[config.mk]
export PLATFORM = sky130hd
export DESIGN_NAME = bit_sync_filt
export DESIGN_NICKNAME = d
export VERILOG_FILES = /design/src/rtl/bit_sync_filt.sv
export SDC_FILE = /design/constraint.sdc
export NUM_CORES = 1
export LEC_CHECK = 0
export CORE_AREA = 2 2 39 41
export DETAILED_ROUTE_END_ITERATION = 6
export DIE_AREA = 0 0 41 43
export PLACE_DENSITY = 0.35
export SLEW_MARGIN = 20
export SYNTH_ARGS = -nofsm -noshare
export SYNTH_HDL_FRONTEND = slang
export SYNTH_SLANG_ARGS = --single-unit
[constraint.sdc]
create_clock -name clk_i -period 1.1 [get_ports clk_i]
set_input_delay 0.11 -clock clk_i [delete_from_list [all_inputs] [get_ports clk_i]]
set_output_delay 0.11 -clock clk_i [all_outputs]
set_load 0.05 [all_outputs]
[src/rtl/bit_sync_filt.sv]
// bit_sync_filt: per-channel multi-flop synchroniser followed by a persistence filter.
// Defining BIT_SYNC_FILT_EDGE_EN compiles in the rise/fall/chg strobe logic.
module bit_sync_filt #(
  parameter int   WIDTH    = 1,
  parameter int   STAGES   = 2,
  parameter int   FILT_CNT = 4,
  parameter logic INIT_VAL = 1'b0
) (
  input  logic             clk_i,
  input  logic             rst_i,
  input  logic [WIDTH-1:0] bit_i,
  output logic [WIDTH-1:0] bit_o,
  output logic [WIDTH-1:0] rise_o,
  output logic [WIDTH-1:0] fall_o,
  output logic             chg_o
);

  localparam int               CW       = $clog2(FILT_CNT + 1);
  localparam logic [CW-1:0]    CNT_LAST = CW'(FILT_CNT - 1);
  localparam logic [CW-1:0]    CNT_ONE  = CW'(1);
  localparam logic [WIDTH-1:0] INIT_VEC = {WIDTH{INIT_VAL}};

  // The first two stages are the metastability flops; keep them adjacent in placement.
  (* ASYNC_REG = "TRUE" *) logic [WIDTH-1:0] meta0_q;
  (* ASYNC_REG = "TRUE" *) logic [WIDTH-1:0] meta1_q;
  logic [WIDTH-1:0] meta0_d;
  logic [WIDTH-1:0] meta1_d;
  logic [WIDTH-1:0] s;

  always_comb begin
    meta0_d = bit_i;
    meta1_d = meta0_q;
  end

  always_ff @(posedge clk_i or posedge rst_i) begin
    if (rst_i) begin
      meta0_q <= INIT_VEC;
      meta1_q <= INIT_VEC;
    end else begin
      meta0_q <= meta0_d;
      meta1_q <= meta1_d;
    end
  end

  if (STAGES > 2) begin : g_tail
    localparam int NT = STAGES - 2;
    logic [WIDTH-1:0] tail_q [NT];
    logic [WIDTH-1:0] tail_d [NT];

    always_comb begin
      tail_d[0] = meta1_q;
      for (int k = 1; k < NT; k++) begin
        tail_d[k] = tail_q[k-1];
      end
    end

    always_ff @(posedge clk_i or posedge rst_i) begin
      if (rst_i) begin
        for (int k = 0; k < NT; k++) begin
          tail_q[k] <= INIT_VEC;
        end
      end else begin
        for (int k = 0; k < NT; k++) begin
          tail_q[k] <= tail_d[k];
        end
      end
    end

    assign s = tail_q[NT-1];
  end else begin : g_no_tail
    assign s = meta1_q;
  end

  logic [CW-1:0]    cnt_q [WIDTH];
  logic [CW-1:0]    cnt_d [WIDTH];
  logic [WIDTH-1:0] bit_q;
  logic [WIDTH-1:0] bit_d;

  // A new level is taken only after it has disagreed with bit_q for FILT_CNT
  // consecutive cycles; any agreement in between restarts the count.
  always_comb begin
    bit_d = bit_q;
    for (int n = 0; n < WIDTH; n++) begin
      cnt_d[n] = '0;
      if (s[n] != bit_q[n]) begin
        if (cnt_q[n] == CNT_LAST) begin
          bit_d[n] = s[n];
        end else begin
          cnt_d[n] = cnt_q[n] + CNT_ONE;
        end
      end
    end
  end

  always_ff @(posedge clk_i or posedge rst_i) begin
    if (rst_i) begin
      bit_q <= INIT_VEC;
      for (int n = 0; n < WIDTH; n++) begin
        cnt_q[n] <= '0;
      end
    end else begin
      bit_q <= bit_d;
      for (int n = 0; n < WIDTH; n++) begin
        cnt_q[n] <= cnt_d[n];
      end
    end
  end

  assign bit_o = bit_q;

`ifdef BIT_SYNC_FILT_EDGE_EN
  logic [WIDTH-1:0] rise_q;
  logic [WIDTH-1:0] rise_d;
  logic [WIDTH-1:0] fall_q;
  logic [WIDTH-1:0] fall_d;

  // Strobes register alongside bit_q so they coincide with the first new-level cycle.
  always_comb begin
    rise_d = bit_d & ~bit_q;
    fall_d = ~bit_d & bit_q;
  end

  always_ff @(posedge clk_i or posedge rst_i) begin
    if (rst_i) begin
      rise_q <= '0;
      fall_q <= '0;
    end else begin
      rise_q <= rise_d;
      fall_q <= fall_d;
    end
  end

  assign rise_o = rise_q;
  assign fall_o = fall_q;
  assign chg_o  = |(rise_q | fall_q);
`else
  assign rise_o = '0;
  assign fall_o = '0;
  assign chg_o  = 1'b0;
`endif

endmodule

# == Word-level counts from Yosys, hierarchy flattened ==
# Cells that the tools add are included.
# word_totals
latchBits,0
ram_bits,0
wordCells,10
in_bits,3
output_inout_bits,4
ff_bits,6
mem_count,0
mem_bits_ro,0
# op_classes
muxes,2
bitwise_logic,0
n_mul,0
n_shift,0
eq_ne,2
addsub,1
div,0
magnitude_cmp,0
n_reduce_logical,1
# op_table
op,count
$mux W3,2
$add A3 B1 Y3 const B,1
$eq A3 B2 Y1 const B,1
$reduce_and A2 Y1,1
$ne A1 B1 Y1,1

# == Longest topological paths before layout ==
# logic_depth
ltp_word,3
depth_mapped,3
depth_no_buf,3

# == Least setup slack after synthesis ==
# No wires, ideal clock.
# synth_timing
kind,register to register
start,reg bit_q (netlist: bit_o)
end,reg cnt_q[1] (netlist name)
required_ns,1.012
path_slack_ns,0.015
n_path_buf,0
period_less_slack_ns,1.085
stages_incl_launch_ff,3
setup_ns,0.088
t_arrival_ns,0.997
path_cell_list,dfrtp_1 -> xnor2_1 -> nor3b_1
# synth_lines
item,line,text
start: declaration,76,logic [WIDTH-1:0] bit_q;
start signal: assignment,102,bit_q <= bit_d;
end signal: indexed assignment,104,cnt_q[n] <= cnt_d[n];
end: declaration,74,logic [CW-1:0] cnt_q [WIDTH];

# == Worst setup path in the final report ==
# layout_timing
start,reg cnt_q[0] (netlist name)
end,reg bit_q (netlist: bit_o)
# layout_between
elab_chain_cells,2
# layout_lines
item,line,text
$eq A3 B2 Y1,86,if (cnt_q[n] == CNT_LAST) begin
$reduce_and A2 Y1 (no source line),--,
# Every way passes these cells.
# A chain may end at the register's enable or synchronous reset.

==> qor.yml <==
critical_path:
  crit_path_cell_trace: "ha_2 -> nor2b_4 -> mux2_4"
  timing.critical_path.buf_inv: 0
  critPathLaunchType: "flip-flop"
  cp-end-kind: "flip-flop"
  timing.critical_path.required_ns: 1.22
  slowest_stage: "sky130_fd_sc_hd__dfrtp_1"
  critPathTopFamily: "flip-flops"
  crit_path_max_incr_delay_ns: 0.35
  worstSetupPathType: "reg -> reg"
  cp.arrival_ns: 1.22
  critPathMaxFanout: 2
clock_tree:
  ctsRootBufferMaster: "sky130_fd_sc_hd__clkbuf_4"
  path_clk_slew_ns: 0.04
  cts_tree: "yes"
  total_clock_sinks: 6
  cts_buffer_depth: 2
  htree_levels: 1
  post_cts.repair.setup_buffers: 0
  worstSkewPairLatency_ns: 0.24
  cts_made_buffers: 3
  cts_hold_buffers: 0
logic_synthesis:
  syn-cell-area_sq_um: 246
  netlist_top_cells_area: "sky130_fd_sc_hd__dfrtp_1 (61%), sky130_fd_sc_hd__buf_4 (9.1%), sky130_fd_sc_hd__nor3b_1 (6.1%), sky130_fd_sc_hd__nor2b_4 (5.6%), sky130_fd_sc_hd__ha_1 (5.1%)"
  synth_sequential_area_ratio_pct: 60.9
  avgSynthCellArea_sq_um: 13.7
  ys_warn_count: 0
  synth-adder-area-share_pct: 5.08
  post_synth_xor_area_fraction_pct: 3.55
  synth.distinct_cells: 10
  synth_top_family_by_area: "simple AND/OR/NAND/NOR gates"
  count_of_mapped_cells_out_of_synthesis: 18
  synth.largest_area_cell: "sky130_fd_sc_hd__dfrtp_1"
  muxShareOfSynthArea_pct: 4.57
  yosys.area_share.simple_pct: 13.7
  synth_compound_area_share_pct: 0
  yosysTopAreaCellShare_pct: 60.9
  postSynthRegisterBits: 6
placed_design:
  gp_congestion: 0.537
  place_area_sq_um: 299
  io_buffer_count: 3
  dp_slack_ns: -0.00960
timing:
  timing.hold.ws_ns: 0.0796
  worst_clock_skew_ns: 0.000946
  grt_setup_unrepaired: "yes"
  final.min_clock_period_ns: 1.11
  fmax_achieved_mhz: 905
  fin_crit_sh_pct: 100
  finalWorstSetupSlack_ns: -0.00541
  hold_violations: 0
  setup_violations: 1
  timing_max_transition_violations_final: 0
final_layout:
  fin_util_pct: 24.1
  finalNetCount: 30
  syn2layout_area_growth_pct: 35.0
  n_antenna_cell: 0
  design_area_sq_um: 333
  layout_cells_sized_above_1_pct: 37.5
floorplan:
  floorplan.die_area_sq_mm: 0.00176
  rows: 14
  die_height_um: 43
  core_sq_mm: 0.00138
  fp.dieW_um: 41
  start_util_pct: 17.8
  boundaryPins: 7
global_routing:
  overflow: 0
  via_count_of_the_first_global_routing_pass: 153
  grt_pass1_wl_um: 648
  grt_start_max_net_pins: 7
  global_route.usage.total_pct: 6.58
  antenna_found_initial: 0
min_path:
  hold_path_class: "in -> async"
power_and_ir_drop:
  post-layout-total-power_mw: 0.845
  maximum_vdd_drop_mv: 0.919
  power_density_mw_per_mm2: 2540
  static-leakage-power_nw: 0.153
detailed_routing:
  detail_route.first_pass.iterations: 2
  routed-via-count: 140
  drc: 0
  route.detailed.vias_per_inst: 3.50
  initialDrtViolationCount: 1
  postRouteAntennaNets: 0
  post_drt_wl_per_cell_um: 9.38
  finalWirelength_um: 375
run:
  drv_cap: 0
outcome:
  outcome: "finished with violations"
  failing_checks: "negative setup slack"
==> report_power, final <==
| part | internal, mW | total, mW | leakage [nW] | switching, mW |
|---|---|---|---|---|
| Clock | 0.123 | 0.194 | 0.0138 | 0.0708 |
| Combinational | 0.171 | 0.334 | 0.0644 | 0.163 |
| Sequential | 0.274 | 0.318 | 0.0751 | 0.0440 |
==> metrics by stage <==
stage / TNS (ns) / std cells
2_1_floorplan: 0 / 20
3_3_place_gp: 0 / 37
3_5_place_dp: -0.0106 / 37
4_1_cts: -0.00743 / 40
5_1_grt: -0.0435 / 40
6_report: -0.00541 / 40
==> repair_timing <==
item / 4_1_cts / 5_1_grt
setup endpoints to repair: 2 / 2
pin swaps: 1 / 0
gates cloned: 0 / 0
resized for setup: 2 / 1
==> layout make-up <==
class	instances	area, sq um
clock buffer	3	22.5
sequential	6	150
timing repair buffer	4	47.5
fill	149	1050
tap	16	20.0
multi-input combinational	10	88.8
inverter	1	3.75
==> worst reg2reg max path, delay by kind of cell (launching register included) <==
family                     cells  cell delay (ns)
adders and majority gates      1             0.18
muxes                          1             0.30
and+or+nand+nor                1             0.15
DFF                            1             0.35
==> per-layer routing <==
layer	track usage, %	up-vias	share of wire (%)
met5	0	-	0
met4	10.0	0	0
met3	4.19	0	6.1
met2	8.44	4	64
met1	4.95	69	29
li1	-	67	-
==> sequential cells by signal, indices dropped and copies added, names as in the netlist <==
name and flops:
meta0_q 1, cnt_q 3, meta1_q 1, bit_o 1
==> logic make-up (layout without fill, tap and decap cells) <==
family	after synthesis	count (layout)
XOR/XNOR	1	1
adder cells (fa/ha/maj)	1	1
flip-flops	6	6
AND/OR/NAND/NOR	4	4
buffers and inverters	4	8
multiplexers	1	1
other	1	3
==> cells in the final DEF (no fill, tap or decap) <==
cell | synthesis | routed
sky130_fd_sc_hd__dfrtp_1 | 6 | 6
sky130_fd_sc_hd__conb_1 | 1 | 3
sky130_fd_sc_hd__clkbuf_4 | 0 | 3
sky130_fd_sc_hd__clkdlybuf4s50_1 | 0 | 2
sky130_fd_sc_hd__xnor2_1 | 1 | 1
sky130_fd_sc_hd__nor2b_4 | 1 | 1
sky130_fd_sc_hd__nor3b_2 | 0 | 1
sky130_fd_sc_hd__nor3_1 | 1 | 1
sky130_fd_sc_hd__nor3b_1 | 2 | 1
sky130_fd_sc_hd__inv_1 | 1 | 1
sky130_fd_sc_hd__mux2_4 | 0 | 1
sky130_fd_sc_hd__ha_2 | 0 | 1
sky130_fd_sc_hd__buf_12 | 0 | 1
sky130_fd_sc_hd__buf_4 | 3 | 1
==> cells in the mapped netlist, drive strengths merged <==
cell type / instances
xnor2: 1
conb: 1
inv: 1
mux2: 1
nor3b: 2
buf: 3
nor3: 1
dfrtp: 6
ha: 1
nor2b: 1
==> path summary, 6_finish.rpt <==
| check | from | endpoint | slack (ns) | depth (start not counted) |
|---|---|---|---|---|
| hold reg to reg | meta0_q$_DFF_PP0_ | meta1_q$_DFF_PP0_ | 0.35 | 0 |
| setup / recovery | cnt_q[0]$_DFF_PP0_ | bit_o$_DFFE_PP0P_ | -0.005 | 3 |
| min in group clk_i | bit_i | meta0_q$_DFF_PP0_ | 0.32 | 1 |
| setup reg to reg | cnt_q[0]$_DFF_PP0_ | bit_o$_DFFE_PP0P_ | -0.005 | 3 |
| max in group asynchronous | rst_i | meta1_q$_DFF_PP0_ | 0.84 | 2 |
| hold / removal | rst_i | cnt_q[0]$_DFF_PP0_ | 0.08 | 2 |
(Power assumes the default switching activity.)
